[src/rtl/mips_writeback_pkg.sv]
// Shared types for the writeback back end: word/register types, write-data source
// encoding, the clock/reset bundle, the default-width pipeline slot and its accessor macros.
package mips_writeback_pkg;

   localparam int MIPS_WORD_W     = 32;
   localparam int MIPS_REG_ADDR_W = 5;

   typedef logic [MIPS_WORD_W-1:0]     Word_T;
   typedef logic [MIPS_REG_ADDR_W-1:0] RegAddr_T;

   // Code 11 is reserved and behaves exactly like ALU.
   typedef enum logic [1:0] {
      WDS_ALU  = 2'b00,
      WDS_MEM  = 2'b01,
      WDS_LINK = 2'b10,
      WDS_RSVD = 2'b11
   } WriteDataSource_T;

   typedef struct packed {
      logic clk;
      logic rst_n;
   } Data_Control_Control_T;

   typedef struct packed {
      logic             valid;
      logic             wen;
      RegAddr_T         addr;
      WriteDataSource_T src;
      Word_T            data;
   } Slot_T;

endpackage

`define MIPS_SLOT_WRITES(s) ((s).valid & (s).wen)
`define MIPS_SLOT_IS_LOAD(s) ((s).src == mips_writeback_pkg::WDS_MEM)

[src/rtl/mips_writeback_fwd_mux.sv]
// One register-file read port: picks the youngest in-flight writer or flags a hazard.
// With MIPS_WB_FORWARD_EN undefined, any pending writer to the port raises a hazard instead.
module mips_writeback_fwd_mux
   import mips_writeback_pkg::*;
#(
   parameter int WORD_W     = 32,
   parameter int REG_ADDR_W = 5
) (
   input  logic [REG_ADDR_W-1:0] rd_addr,
   input  logic [WORD_W-1:0]     rd_data,
   input  logic                  m_wen,
   input  logic [REG_ADDR_W-1:0] m_addr,
   input  logic                  w_wen,
   input  logic [REG_ADDR_W-1:0] w_addr,
`ifdef MIPS_WB_FORWARD_EN
   input  WriteDataSource_T      m_src,
   input  logic [WORD_W-1:0]     m_data,
   input  logic [WORD_W-1:0]     w_data,
`endif
   output logic [WORD_W-1:0]     fwd_data,
   output logic                  hazard
);

   logic m_hit;
   logic w_hit;

   assign m_hit = m_wen && (m_addr == rd_addr);
   assign w_hit = w_wen && (w_addr == rd_addr);

   always_comb begin
      fwd_data = rd_data;
      hazard   = 1'b0;
      // $0 reads are hardwired zero in the register file, so they never need help.
      if (rd_addr != '0) begin
`ifdef MIPS_WB_FORWARD_EN
         if (m_hit) begin
            if (m_src == WDS_MEM) hazard   = 1'b1;
            else                  fwd_data = m_data;
         end else if (w_hit) begin
            fwd_data = w_data;
         end
`else
         hazard = m_hit | w_hit;
`endif
      end
   end

endmodule

[src/rtl/mips_writeback_pipeline.sv]
// EX->M->W register-write pipeline driving the register file write port, plus read-port
// forwarding/hazard resolution. Forwarding is enabled by defining MIPS_WB_FORWARD_EN.
module mips_writeback_pipeline
   import mips_writeback_pkg::*;
#(
   parameter int                WORD_W      = 32,
   parameter int                REG_ADDR_W  = 5,
   parameter logic [WORD_W-1:0] LINK_OFFSET = 8
) (
   input  Data_Control_Control_T   ctrl,
   input  logic                    stall,
   input  logic                    flush,
   input  logic                    exValid,
   input  logic                    exWrEnable,
   input  logic [REG_ADDR_W-1:0]   exWrAddr,
   input  logic [1:0]              exWrSource,
   input  logic [WORD_W-1:0]       exAluResult,
   input  logic [WORD_W-1:0]       exPcAddr,
   input  logic [WORD_W-1:0]       memOut,
   input  logic [REG_ADDR_W-1:0]   rd1Addr,
   input  logic [REG_ADDR_W-1:0]   rd2Addr,
   input  logic [WORD_W-1:0]       rd1Data,
   input  logic [WORD_W-1:0]       rd2Data,
   output logic                    wrEnable,
   output logic [REG_ADDR_W-1:0]   wrAddr,
   output logic [WORD_W-1:0]       wrData,
   output logic [WORD_W-1:0]       fwd1Data,
   output logic [WORD_W-1:0]       fwd2Data,
   output logic                    hazard
);

   typedef struct packed {
      logic                  valid;
      logic                  wen;
      logic [REG_ADDR_W-1:0] addr;
      WriteDataSource_T      src;
      logic [WORD_W-1:0]     data;
   } slot_t;

   logic  clk;
   logic  rst_n;
   slot_t ex_slot;
   slot_t m_d, m_q;
   slot_t w_d, w_q;
   logic  m_wen, w_wen;
   logic  hazard1, hazard2;

   assign clk   = ctrl.clk;
   assign rst_n = ctrl.rst_n;

   always_comb begin
      ex_slot       = '0;
      ex_slot.valid = exValid;
      // Writes to $0 are dropped here so nothing downstream ever matches them.
      ex_slot.wen   = exValid & exWrEnable & (exWrAddr != '0);
      ex_slot.addr  = exWrAddr;
      ex_slot.src   = WriteDataSource_T'(exWrSource);
      ex_slot.data  = (ex_slot.src == WDS_LINK) ? exPcAddr + LINK_OFFSET : exAluResult;
   end

   always_comb begin
      m_d = m_q;
      w_d = w_q;
      if (!stall) begin
         w_d = m_q;
         if (`MIPS_SLOT_IS_LOAD(m_q)) w_d.data = memOut;
         m_d = ex_slot;
      end
      // A flush bubbles M even while stalled; W is governed by stall alone.
      if (flush) m_d = '0;
   end

   always_ff @(posedge clk or negedge rst_n) begin
      if (!rst_n) begin
         m_q <= '0;
         w_q <= '0;
      end else begin
         m_q <= m_d;
         w_q <= w_d;
      end
   end

   assign m_wen    = `MIPS_SLOT_WRITES(m_q);
   assign w_wen    = `MIPS_SLOT_WRITES(w_q);
   assign wrEnable = w_wen;
   assign wrAddr   = w_q.addr;
   assign wrData   = w_q.data;
   assign hazard   = hazard1 | hazard2;

   mips_writeback_fwd_mux #(
      .WORD_W     (WORD_W),
      .REG_ADDR_W (REG_ADDR_W)
   ) u_fwd1 (
      .rd_addr  (rd1Addr),
      .rd_data  (rd1Data),
      .m_wen    (m_wen),
      .m_addr   (m_q.addr),
      .w_wen    (w_wen),
      .w_addr   (w_q.addr),
`ifdef MIPS_WB_FORWARD_EN
      .m_src    (m_q.src),
      .m_data   (m_q.data),
      .w_data   (w_q.data),
`endif
      .fwd_data (fwd1Data),
      .hazard   (hazard1)
   );

   mips_writeback_fwd_mux #(
      .WORD_W     (WORD_W),
      .REG_ADDR_W (REG_ADDR_W)
   ) u_fwd2 (
      .rd_addr  (rd2Addr),
      .rd_data  (rd2Data),
      .m_wen    (m_wen),
      .m_addr   (m_q.addr),
      .w_wen    (w_wen),
      .w_addr   (w_q.addr),
`ifdef MIPS_WB_FORWARD_EN
      .m_src    (m_q.src),
      .m_data   (m_q.data),
      .w_data   (w_q.data),
`endif
      .fwd_data (fwd2Data),
      .hazard   (hazard2)
   );

endmodule

[config.mk]
export PLATFORM = sky130hd
export DESIGN_NAME = mips_writeback_pipeline
export DESIGN_NICKNAME = d
export VERILOG_FILES = /design/src/rtl/mips_writeback_pkg.sv /design/src/rtl/mips_writeback_fwd_mux.sv /design/src/rtl/mips_writeback_pipeline.sv
export SDC_FILE = /design/constraint.sdc
export NUM_CORES = 1
export LEC_CHECK = 0
export ABC_CLOCK_PERIOD_IN_PS = 2900
export BUFFER_PORTS_ARGS = -buffer_cell sky130_fd_sc_hd__buf_2
export CAP_MARGIN = 20
export CORE_MARGIN = 8
export CORE_UTILIZATION = 46
export DETAILED_ROUTE_END_ITERATION = 10
export PLACE_DENSITY = 0.84
export SYNTH_ARGS = -nofsm -noshare
export SYNTH_HDL_FRONTEND = slang
export SYNTH_HIERARCHICAL = 1
export SYNTH_SLANG_ARGS = --single-unit
[constraint.sdc]
create_clock -name ctrl -period 2.9 [get_ports ctrl]
set_clock_uncertainty 0.1 [all_clocks]
set_input_delay 0.58 -clock ctrl [delete_from_list [all_inputs] [get_ports ctrl]]
set_output_delay 0.58 -clock ctrl [all_outputs]
set_load 0.01 [all_outputs]
# ---- Word-level counts from Yosys, hierarchy flattened
# Cells that the tools add are included.
# Widths: inputs -> output; s select.
dict set report op_classes {
  addsub 1
  n_eq_ne 7
  n_mux 6
  bitwise 7
  n_reduce_logical 7
}
# op n
set op_table {}
lappend op_table {{$mux 41} 2}
lappend op_table {{$mux 32} 2}
lappend op_table {{$add 32x4->32 const B} 1}
lappend op_table {{$eq 5x5->1} 4}
lappend op_table {{$reduce_bool 5->1} 3}
lappend op_table {{$and 1x1->1} 4}
lappend op_table {{$logic_and 1x1->1} 4}
lappend op_table {{$or 1x1->1} 3}
lappend op_table {{$eq 2x1->1 const B} 1}
lappend op_table {{$eq 2x2->1 const B} 1}
lappend op_table {{$mux 1} 2}
lappend op_table {{$ne 2x1->1 const B} 1}
dict set report totals {
  ff_bits 80
  in_bits 183
  out_inout_bits 103
  word_cells 37
}

# ---- Depth between registers and ports, before layout
# Gate-level depths: netlist of the first run.
dict set report logic_depth {
  depth_word 5
  depth_mapped 6
  mapped_depth_nobuf 5
}

# ---- By module
# Netlist of the first run, hierarchy kept.
# module instances cells_per_inst area_per_inst_um2 seq_area_each_um2
set modules_own_cells {}
lappend modules_own_cells {mips_writeback_pipeline 1 519 4718.3 2001.9}
lappend modules_own_cells {mips_writeback_fwd_mux 2 49 372.9 0.0}

# ---- Least setup slack after synthesis of the first run
# Ideal clock, no wire load.
dict set report synth_path {
  path_kind {input-to-reg}
  from {input exPcAddr[3]}
  to {register m_q[31] (netlist bit)}
  setup_time_ns 0.081
  arrival_time_ns 2.091
  required_time_ns 2.719
  path_slack_ns 0.629
  cell_stages 6
  n_path_buf 1
  cell_sequence {ha_1 nand4_1 or4_1 buf_2 or4b_4 o211ai_2}
}
dict set report synth_between {
  elab_chain_len 4
}
# item line
set synth_lines {}
lappend synth_lines {{start: declaration} mips_writeback_pipeline.sv:18} ;# input logic [WORD_W-1:0] exPcAddr,
lappend synth_lines {{$add 32x4->32} mips_writeback_pipeline.sv:58} ;# ex_slot.data = (ex_slot.src == WDS_LINK) ? exPcAddr + LINK_OFFSET : exAluResult;
lappend synth_lines {{$mux 32} mips_writeback_pipeline.sv:58}
lappend synth_lines {{$mux 41} mips_writeback_pipeline.sv:64} ;# if (!stall) begin
lappend synth_lines {{$mux 41} mips_writeback_pipeline.sv:70} ;# if (flush) m_d = '0;
lappend synth_lines {{end signal: assignment} mips_writeback_pipeline.sv:78} ;# m_q <= m_d;
lappend synth_lines {{end: declaration} mips_writeback_pipeline.sv:43} ;# slot_t m_d, m_q;
# Every way passes these cells. The select of a mux whose other input is x is not followed.
# A chain may end at the register's enable or synchronous reset.

# ---- Worst setup path after layout of the first run
dict set report layout_path {
  from {input rd2Addr[1]}
  to {output hazard}
}
dict set report layout_between {
  elab_chain_len 5
  word_cells_on_any_way 8
  classes_between {eq/ne (2); mux (1); bitwise (2); reduce/logical (3)}
}
# item line
set layout_lines {}
lappend layout_lines {{start: declaration} mips_writeback_pipeline.sv:21} ;# input logic [REG_ADDR_W-1:0] rd2Addr,
lappend layout_lines {{$eq 5x5->1 (on tied branches)} {mips_writeback_fwd_mux.sv:27, mips_writeback_fwd_mux.sv:28}}
lappend layout_lines {{$logic_and 1x1->1 (on tied branches)} {mips_writeback_fwd_mux.sv:27, mips_writeback_fwd_mux.sv:28}}
lappend layout_lines {{$or 1x1->1} mips_writeback_fwd_mux.sv:43} ;# hazard = m_hit | w_hit;
lappend layout_lines {{$mux 1 *} mips_writeback_fwd_mux.sv:34} ;# if (rd_addr != '0) begin
lappend layout_lines {{named net hazard2} mips_writeback_pipeline.sv:46} ;# logic hazard1, hazard2;
lappend layout_lines {{$or 1x1->1 *} mips_writeback_pipeline.sv:88} ;# assign hazard = hazard1 | hazard2;
lappend layout_lines {{end: declaration} mips_writeback_pipeline.sv:29} ;# output logic hazard
# Mark *: on every way through the listed nets, which the timed path passes. The rest lies on a longest branch.

==> reports/metrics.yaml, run 1 <==
ys.flop_type: "dfrtp_1"
cp_max_fo: 3
yosysUniqueCellTypes: 59
cts_tree: "built"
yosys_warnings: 6
place_inst: 794
antenna_found_initial: 0
die_h_microns: 125
fmax_mhz: 400
die_w_microns: 125
reg2reg_from: "m_q[33]"
setup_viol: 0
cts_resized: 0
ant_nets: 0
postSynthAreaPerCell_sq_um: 8.86
final-hold-violation-count: 80
fin_crit_ns: 2.50
crit_chain: "buf_2 > or4_1 > nor2_1 > a21oi_1 > or2_2 > buf_2"
stdcell_count: 824
slew_violations: 0
violations: "negative hold slack"
synthCells: 617
synth_area_sq_um: 5460
ctsHoldBuffers: 0
finalWeightedCongestion: 0.899
pin_count: 286
hpwl_mm: 11.4
wl_per_cell_microns: 18.8
cp.required_ns: 2.22
period_share: 0.861
grt_pass1_wl_mm: 25.0
setup_slack_ns: 0.403
maxCapViolCount: 0
n_antenna_cell: 0
drtPass1Iterations: 5
p_total_mw: 3.92
path_clk_slew_ns: 0.06
p_per_area_nw_per_um2: 636
vias: 4726
critPathTopFamily: "simple AND/OR/NAND/NOR gates"
post_cts_buffers: 0
ys_ff_latch: 80
grtUsageTotal: 0.204
initial_utilization: 0.463
tightest_slew_ns: 0.570
synth_top_area_cell: "dfrtp_1"
outcome: "complete, but fails checks"
place_area_sq_um: 5640
max_stage_delay_ns: 0.54
synth_most_common_cell: "buf_4"
irDropWorstVdd_uv: 338
drt_iter0_markers: 387
routed_wl_mm: 15.5
hold_path.class: "clk -> async"
grt_overflow_total: 0
leakage_nw: 2.86
drive_above_1_share: 0.318
nNetsFinal: 851
endpoint_kind: "output pin"
netlist.area_leader.share: 0.366
rsz0062_at_grt: "false"
viasPerCell: 5.74
cp.arrival_ns: 1.82
fp-row-count: 40
dieArea_sq_um: 15600
synth-edff-count: 0
r2r_end: "wrData[3]"
core-area_sq_um: 11800
timing.hold.ws_ns: -0.421
async_flop_share: 1.00
grt_pass1_vias: 5040
syn-num-nets: 801
clk_latency_ns: 0.33
reg2reg_depth: 4
port_buffers: 156
seq_area_frac_synth: 0.366
syn_to_final_growth_pct: 12.8
slew_headroom: 0.620
fin_tns_setup_ns: 0
yosys-top-cells-count: "buf_4, dfrtp_1, nand2_1, o21ai_0, mux2i_1"
fin_area_sq_um: 6160
cpMostUsedCell: "buf_2"
remaining_drc_errors: 0
worst-setup-path-type: "in -> out"
startpoint_type: "input pin"
place_ws_ns: 0.307
r2r_setup_slack_ns: 1.29
synth_area_leaders: "dfrtp_1, buf_4, mux2i_1"
cp_slowest_cell: "or4_1"
grt_max_degree: 124
cp_num_buf_inv: 2
==> logic make-up (layout without fill, tap and decap cells) <==
group,Yosys count,count (layout),synth area share
AO/OA/AOI/OAI,127,127,0.149
flip-flops,80,80,0.366
multiplexers,48,48,0.0895
XOR/XNOR,26,26,0.0417
adder cells (fa/ha/maj),1,1,0.00229
buffers and inverters,145,205,0.169
AND/OR/NAND/NOR,190,190,0.182
==> worst max-delay path by stage <==
stage	from	cells past startpoint	slack [ns]	end
6_report	rd2Addr[1]	6	0.40	hazard
5_1_grt	rd2Addr[1]	6	0.32	hazard
4_1_cts	rd2Addr[1]	6	0.41	hazard
3_5_place_dp	exPcAddr[3]	6	0.31	m_q[31]
3_3_place_gp	exPcAddr[3]	6	0.34	m_q[31]
2_1_floorplan	exPcAddr[3]	6	0.63	m_q[31]
==> power by group <==
group | internal (mW) | switching [mW] | total [mW] | leakage [nW]
clock | 1.15 | 1.03 | 2.19 | 0.256
sequential | 1.16 | 0.0685 | 1.22 | 1.06
combinational | 0.230 | 0.279 | 0.509 | 1.54
==> through the flow <==
stage / hold slack [ns] / utilization
after floorplan: -0.396 / -
after global placement: -0.396 / 0.478
after detailed placement: -0.396 / 0.478
after CTS: -0.409 / 0.522
after global routing: -0.408 / 0.522
final: -0.421 / 0.522
==> cells in the final DEF, fill, tap and decap left out, types with 4 or more instances in the layout <==
cell type,Yosys,routed
buf_2,1,155
dfrtp_1,80,80
nand2_1,78,78
o21ai_0,53,53
mux2i_1,41,41
nor2_1,25,25
xor2_1,18,18
clkbuf_16,0,18
a21oi_1,17,17
nor4_1,11,11
buf_4,101,11
or4_1,10,10
nand3_1,9,9
nand4_1,9,9
a211o_1,8,8
xnor2_1,8,8
nor2b_1,10,8
inv_1,7,7
mux2_2,7,7
a22oi_1,7,7
o211ai_1,7,7
a31oi_1,6,6
nor3_1,6,6
a311oi_1,4,4
nand3b_1,4,4
and3_1,4,4
or3_1,4,4
a21o_1,4,4
==> cell type report <==
| cell class | instances | area (sq um) |
|---|---|---|
| fillers | 1074 | 5650 |
| multi-input cells | 392 | 2550 |
| flip-flops and latches | 80 | 2000 |
| repair buffers | 167 | 878 |
| clock buffers | 20 | 458 |
| well taps | 147 | 184 |
| clock inverters | 10 | 65.1 |
| inverters | 8 | 30.0 |
==> routing by layer <==
layer | up-vias | GRT usage | part of all wire
met3 | 61 | 0.119 | 0.090
met1 | 2231 | 0.204 | 0.40
li1 | 2197 | - | -
met4 | 0 | 0.183 | 0.042
met2 | 237 | 0.298 | 0.47
met5 | - | 0 | 0
==> registers in the layout, summed over array words and instances (netlist names) <==
signal,cells
m_q,41
wrData,32
wrAddr,5
w_q,2
Power figures use the tool's default switching activity.
==> inputs of run 2 (changes only) <==
ABC_CLOCK_PERIOD_IN_PS = 2320   (was 2900)
clock period = 2.32 ns   (was 2.9 ns; I/O delays follow)
==> run 2 against run 1 <==
Net effect:
- core utilization up 1.8 points
- combinational power up 29%
- worst setup slack got worse by 0.42 ns
- hold slack better by 0.0036 ns
- critical path depth stayed put
- critical endpoint unchanged
- global-route usage grew 0.093 points
- sequential share of layout area fell by 1.0 points
- routed wire length rose by 2.2%
- sequential power rose by 25%
- clock power rose by 38%
- the run ends with negative hold slack, negative setup slack left
- register-to-register slack lost 0.61 ns
==> reports/metrics.yaml, run 2 (synthesized netlist as in run 1, its figures left out) <==
hpwl_mm: 11.2
ant_nets: 0
grt_overflow_total: 0
wl_per_cell_microns: 18.8
cp.arrival_ns: 1.77
grt_max_degree: 143
p_total_mw: 5.22
slew_violations: 0
postLayoutCoreUtil: 0.540
place_area_sq_um: 5770
nNetsFinal: 867
fin_area_sq_um: 6370
place_inst: 809
fmax_mhz: 429
setup_viol: 1
startpoint_type: "flop"
cp_max_fo: 3
setup_slack_ns: -0.0122
cp.required_ns: 1.76
core-area_sq_um: 11800
multiInputGateArea_sq_um: 2550
crit_chain: "xor2_1 > nor4_2 > nand3_1 > a21oi_1 > or2_2 > buf_2"
vias: 4800
reg2reg_depth: 4
grt_pass1_vias: 5021
grtUsageTotal: 0.205
worst-setup-path-type: "reg -> out"
max_stage_delay_ns: 0.42
maxCapViolCount: 0
stdcell_count: 843
viasPerCell: 5.69
finalWeightedCongestion: 0.887
regArea_sq_um: 2000
port_buffers: 156
cp_slowest_cell: "dfrtp_1"
largest_register_ffs: 41
drive_above_1_share: 0.341
syn_to_final_growth_pct: 16.6
outcome: "complete, but fails checks"
drt_iter0_markers: 419
r2r_setup_slack_ns: 0.68
cts_tree: "built"
leakage_nw: 2.98
p_per_area_nw_per_um2: 819
place_ws_ns: -0.0324
clk_latency_ns: 0.33
timing.hold.ws_ns: -0.417
tightest_slew_ns: 0.597
slew_headroom: 0.602
drtPass1Iterations: 5
pin_count: 286
antenna_found_initial: 1
period_share: 1.01
final-hold-violation-count: 80
n_fill_cell: 1036
top_register: "m_q"
grt_pass1_wl_mm: 25.0
ctsHoldBuffers: 0
reg2reg_from: "m_q[33]"
irDropWorstVdd_uv: 390
final_cell_mix: "buf_2, dfrtp_1, nand2_1"
dieArea_sq_um: 15600
rsz0062_at_grt: "true"
initial_utilization: 0.463
routed_wl_mm: 15.8
endpoint_kind: "output pin"
violations: "negative hold slack, negative setup slack"
die_w_microns: 125
hold_path.class: "clk -> async"
final_common_cell: "buf_2"
fin_tns_setup_ns: -0.0122
fin_crit_ns: 2.33
remaining_drc_errors: 0
fp-row-count: 40
r2r_end: "wrData[8]"
die_h_microns: 125
path_clk_slew_ns: 0.06
[run 2: how the worst max path moves through the flow]
stage	from	end	slack (ns)	cells after the start
CTS	wrAddr[2]	hazard	0.0008	6
detailed placement	exPcAddr[3]	m_q[31]	-0.03	6
finish	wrAddr[0]	hazard	-0.01	6
global route	wrAddr[0]	hazard	-0.11	6
global placement	exPcAddr[3]	m_q[31]	-0.03	6
floorplan	exPcAddr[3]	m_q[31]	0.16	6
[run 2: power by group]
group	switching, mW	internal (mW)
Sequential	0.0810	1.45
Clock	1.36	1.67
Combinational	0.354	0.303
[run 2: routing by layer]
metal  vias up  wire length, microns  track usage
met5         -                     0            0
met4         0                   660        0.168
met3        64                  1500        0.120
met2       257                  7420        0.296
met1      2248                  6230        0.213
li1       2231                     -            -
[run 2: what timing repair did]
action	CTS	global route
gates cloned	0	0
resized for setup	1	0
setup buffers	0	1
setup endpoints to repair	1	1
pin swaps	1	3
[run 2: cell type report]
type | instances | share of cell area
Clock buffer | 22 | 0.0778
Tap cell | 147 | 0.0289
Timing Repair Buffer | 183 | 0.159
Inverter | 8 | 0.00471
Antenna cell | 1 | 0.000393
Multi-Input combinational cell | 392 | 0.400
Clock inverter | 10 | 0.0157
Sequential cell | 80 | 0.314
[run 2: critical path: cells and delay by family (launching register included)]
family                 cells  cell delay (ns)
XOR/XNOR                   1             0.18
flip-flops                 1             0.42
buffers and inverters      1             0.13
AO/OA/AOI/OAI              1             0.15
AND/OR/NAND/NOR            3             0.55
==> inputs of run 3 (changes only) <==
CAP_MARGIN = 15   (was 20)
CORE_ASPECT_RATIO = 0.9   (was unset)
CORE_UTILIZATION = 45   (was 46)
SYNTH_HIERARCHICAL = unset   (was 1)
==> run 3 against run 2 <==
Net effect:
- the run ends with negative hold slack left
- routed wire length shrank 2.8%
- sequential share of layout area grew 2.8 points
- global-route usage grew 0.81 points
- via count shrank 16%
- maximum frequency grew 0.91%
- die area shrank 4.4%
- first-iteration DRC count shrank 12%
- clock power shrank 5%
- critical endpoint unchanged
- largest cell class unchanged
==> reports/metrics.yaml, run 3 <==
outcome: "complete, but fails checks"
violations: "negative hold slack"
core-area_sq_um: 10900
remaining_drc_errors: 0
largest_register_ffs: 41
fmax_mhz: 433
top_register: "m_q"
postLayoutCoreUtil: 0.537
grt_pass1_wl_mm: 23.4
ctsHoldBuffers: 0
path_depth: 5
ant_nets: 0
final_cell_mix: "buf_2, dfrtp_1, o21ai_0"
fp-row-count: 36
cp.required_ns: 1.76
wl_per_cell_microns: 20.2
syn_to_final_growth_pct: 15.4
initial_utilization: 0.465
p_per_area_nw_per_um2: 855
syn-num-nets: 724
cp.arrival_ns: 1.75
synth_top_area_cell: "dfrtp_1"
irDropWorstVdd_uv: 445
reg2reg_from: "m_q[33]"
dieArea_sq_um: 14900
period_share: 0.996
fin_tns_setup_ns: 0
port_buffers: 156
hold_path.class: "clk -> async"
drt_iter0_markers: 370
leakage_nw: 2.75
postSynthAreaPerCell_sq_um: 9.40
nNetsFinal: 782
drive_above_1_share: 0.356
cp_max_fo: 4
routed_wl_mm: 15.4
async_flop_share: 1.00
clk_latency_ns: 0.34
stdcell_count: 761
rsz0062_at_grt: "true"
vias: 4022
ys.flop_type: "dfrtp_1"
path_clk_slew_ns: 0.06
synth_area_sq_um: 5070
worst-setup-path-type: "reg -> out"
synth_most_common_cell: "buf_4"
endpoint: "hazard"
finalWeightedCongestion: 0.909
grtUsageTotal: 0.213
cp_slowest_cell: "dfrtp_2"
hpwl_mm: 11.7
antenna_found_initial: 3
tightest_slew_ns: 0.560
timing.hold.ws_ns: -0.429
grt_overflow_total: 0
yosys-top-cells-count: "buf_4, dfrtp_1, o21ai_0, mux2i_1, nand2_1"
grt_pass1_vias: 4472
startpoint: "m_q[34]"
critPathTopFamily: "flip-flops"
viasPerCell: 5.29
synth-edff-count: 0
cp_num_buf_inv: 1
r2r_setup_slack_ns: 0.62
pin_count: 286
max_stage_delay_ns: 0.44
netlist.area_leader.share: 0.395
synth_area_leaders: "dfrtp_1, buf_4, mux2i_1"
yosys_warnings: 0
final-hold-violation-count: 80
crit_chain: "xor2_1 > nor4_1 > a41oi_1 > o22ai_1 > buf_2"
die_w_microns: 128
seq_area_frac_synth: 0.395
slew_violations: 0
reg2reg_depth: 4
drtPass1Iterations: 5
cts_tree: "built"
fin_crit_ns: 2.31
die_h_microns: 117
ys_ff_latch: 80
place_inst: 730
slew_headroom: 0.626
endpoint_kind: "output pin"
final_common_cell: "buf_2"
synthCells: 540
maxCapViolCount: 0
grt_max_degree: 60
r2r_end: "wrData[6]"
startpoint_type: "flop"
yosysUniqueCellTypes: 42
setup_viol: 0
-- run 3: cell types whose count changed in the layout (fill, tap and decap cells not counted), sizes merged, moves of 7 or more --
cell	delta
nor4	-8
a22oi	+13
or4	-7
o211ai	-7
nor2	+13
a211o	-7
xnor2	+14
nand2	-34
buf	-18
-- run 3: worst min path at each step --
stage / endpoint / depth (start not counted) / from
floorplan: m_q[0] / 0 / ctrl[0]
global placement: m_q[0] / 0 / ctrl[0]
detailed placement: m_q[0] / 0 / ctrl[0]
CTS: wrData[4] / 2 / ctrl[0]
global route: wrData[12] / 2 / ctrl[0]
finish: m_q[1] / 2 / ctrl[0]
-- run 3: logic make-up (layout without fill, tap and decap cells) --
kind of cell    count (synthesis)  after routing  share of synthesized area
compound gates                101            101                      0.118
xor+xnor                       46             46                     0.0794
fa+ha+maj                       1              1                    0.00247
buf+inv                       131            198                      0.174
flops                          80             80                      0.395
mux                            52             52                      0.104
other cells                     0              2                          0
simple gates                  129            129                      0.127
-- run 3: per-layer routing --
| layer | vias to the layer above | GRT usage | wire length, microns |
|---|---|---|---|
| met5 | - | 0 | 32 |
| met4 | 6 | 0.180 | 694 |
| met3 | 82 | 0.117 | 1520 |
| met2 | 163 | 0.328 | 7480 |
| met1 | 1888 | 0.210 | 5640 |
| li1 | 1883 | - | - |
-- run 3: repair_timing --
action | 4_1_cts | 5_1_grt
resized for setup | 0 | 5
setup buffers | 0 | 0
endpoints found under the setup margin | 0 | 1
-- run 3: layout make-up --
| type | count | area (sq um) |
|---|---|---|
| diodes | 2 | 5.00 |
| clock buffers | 21 | 472 |
| clock inverters | 8 | 91.3 |
| fillers | 998 | 5050 |
| inverters | 4 | 15.0 |
| multi-input cells | 329 | 2210 |
| flip-flops and latches | 80 | 2010 |
| well taps | 152 | 190 |
| repair buffers | 165 | 863 |
-- run 3: power breakdown --
group          total [mW]  internal [mW]  switching [mW]
clock network        2.88           1.59            1.29
logic               0.591          0.275           0.316
registers            1.53           1.44          0.0844
total                5.00           3.31            1.69
-- run 3: stage by stage --
| stage | instance area, sq um | power (mW) | hold WS (ns) | setup slack [ns] |
|---|---|---|---|---|
| final | 5850 | 5.00 | -0.429 | 0.00891 |
| after global routing | 5850 | 5.34 | -0.422 | -0.0930 |
| after CTS | 5840 | 5.12 | -0.419 | 0.0129 |
| after detailed placement | 5280 | 2.15 | -0.396 | 0.0324 |
| after global placement | 5280 | 2.13 | -0.396 | 0.114 |
| after floorplan | 5070 | 2.06 | -0.396 | 0.445 |
-- run 3: worst reg2reg max path, stage by stage (launching register included) --
cell and delay [ns]:
dfrtp_1 0.40, nor2b_4 0.43, buf_12 0.26, mux2i_1 0.27, o21ai_0 0.10
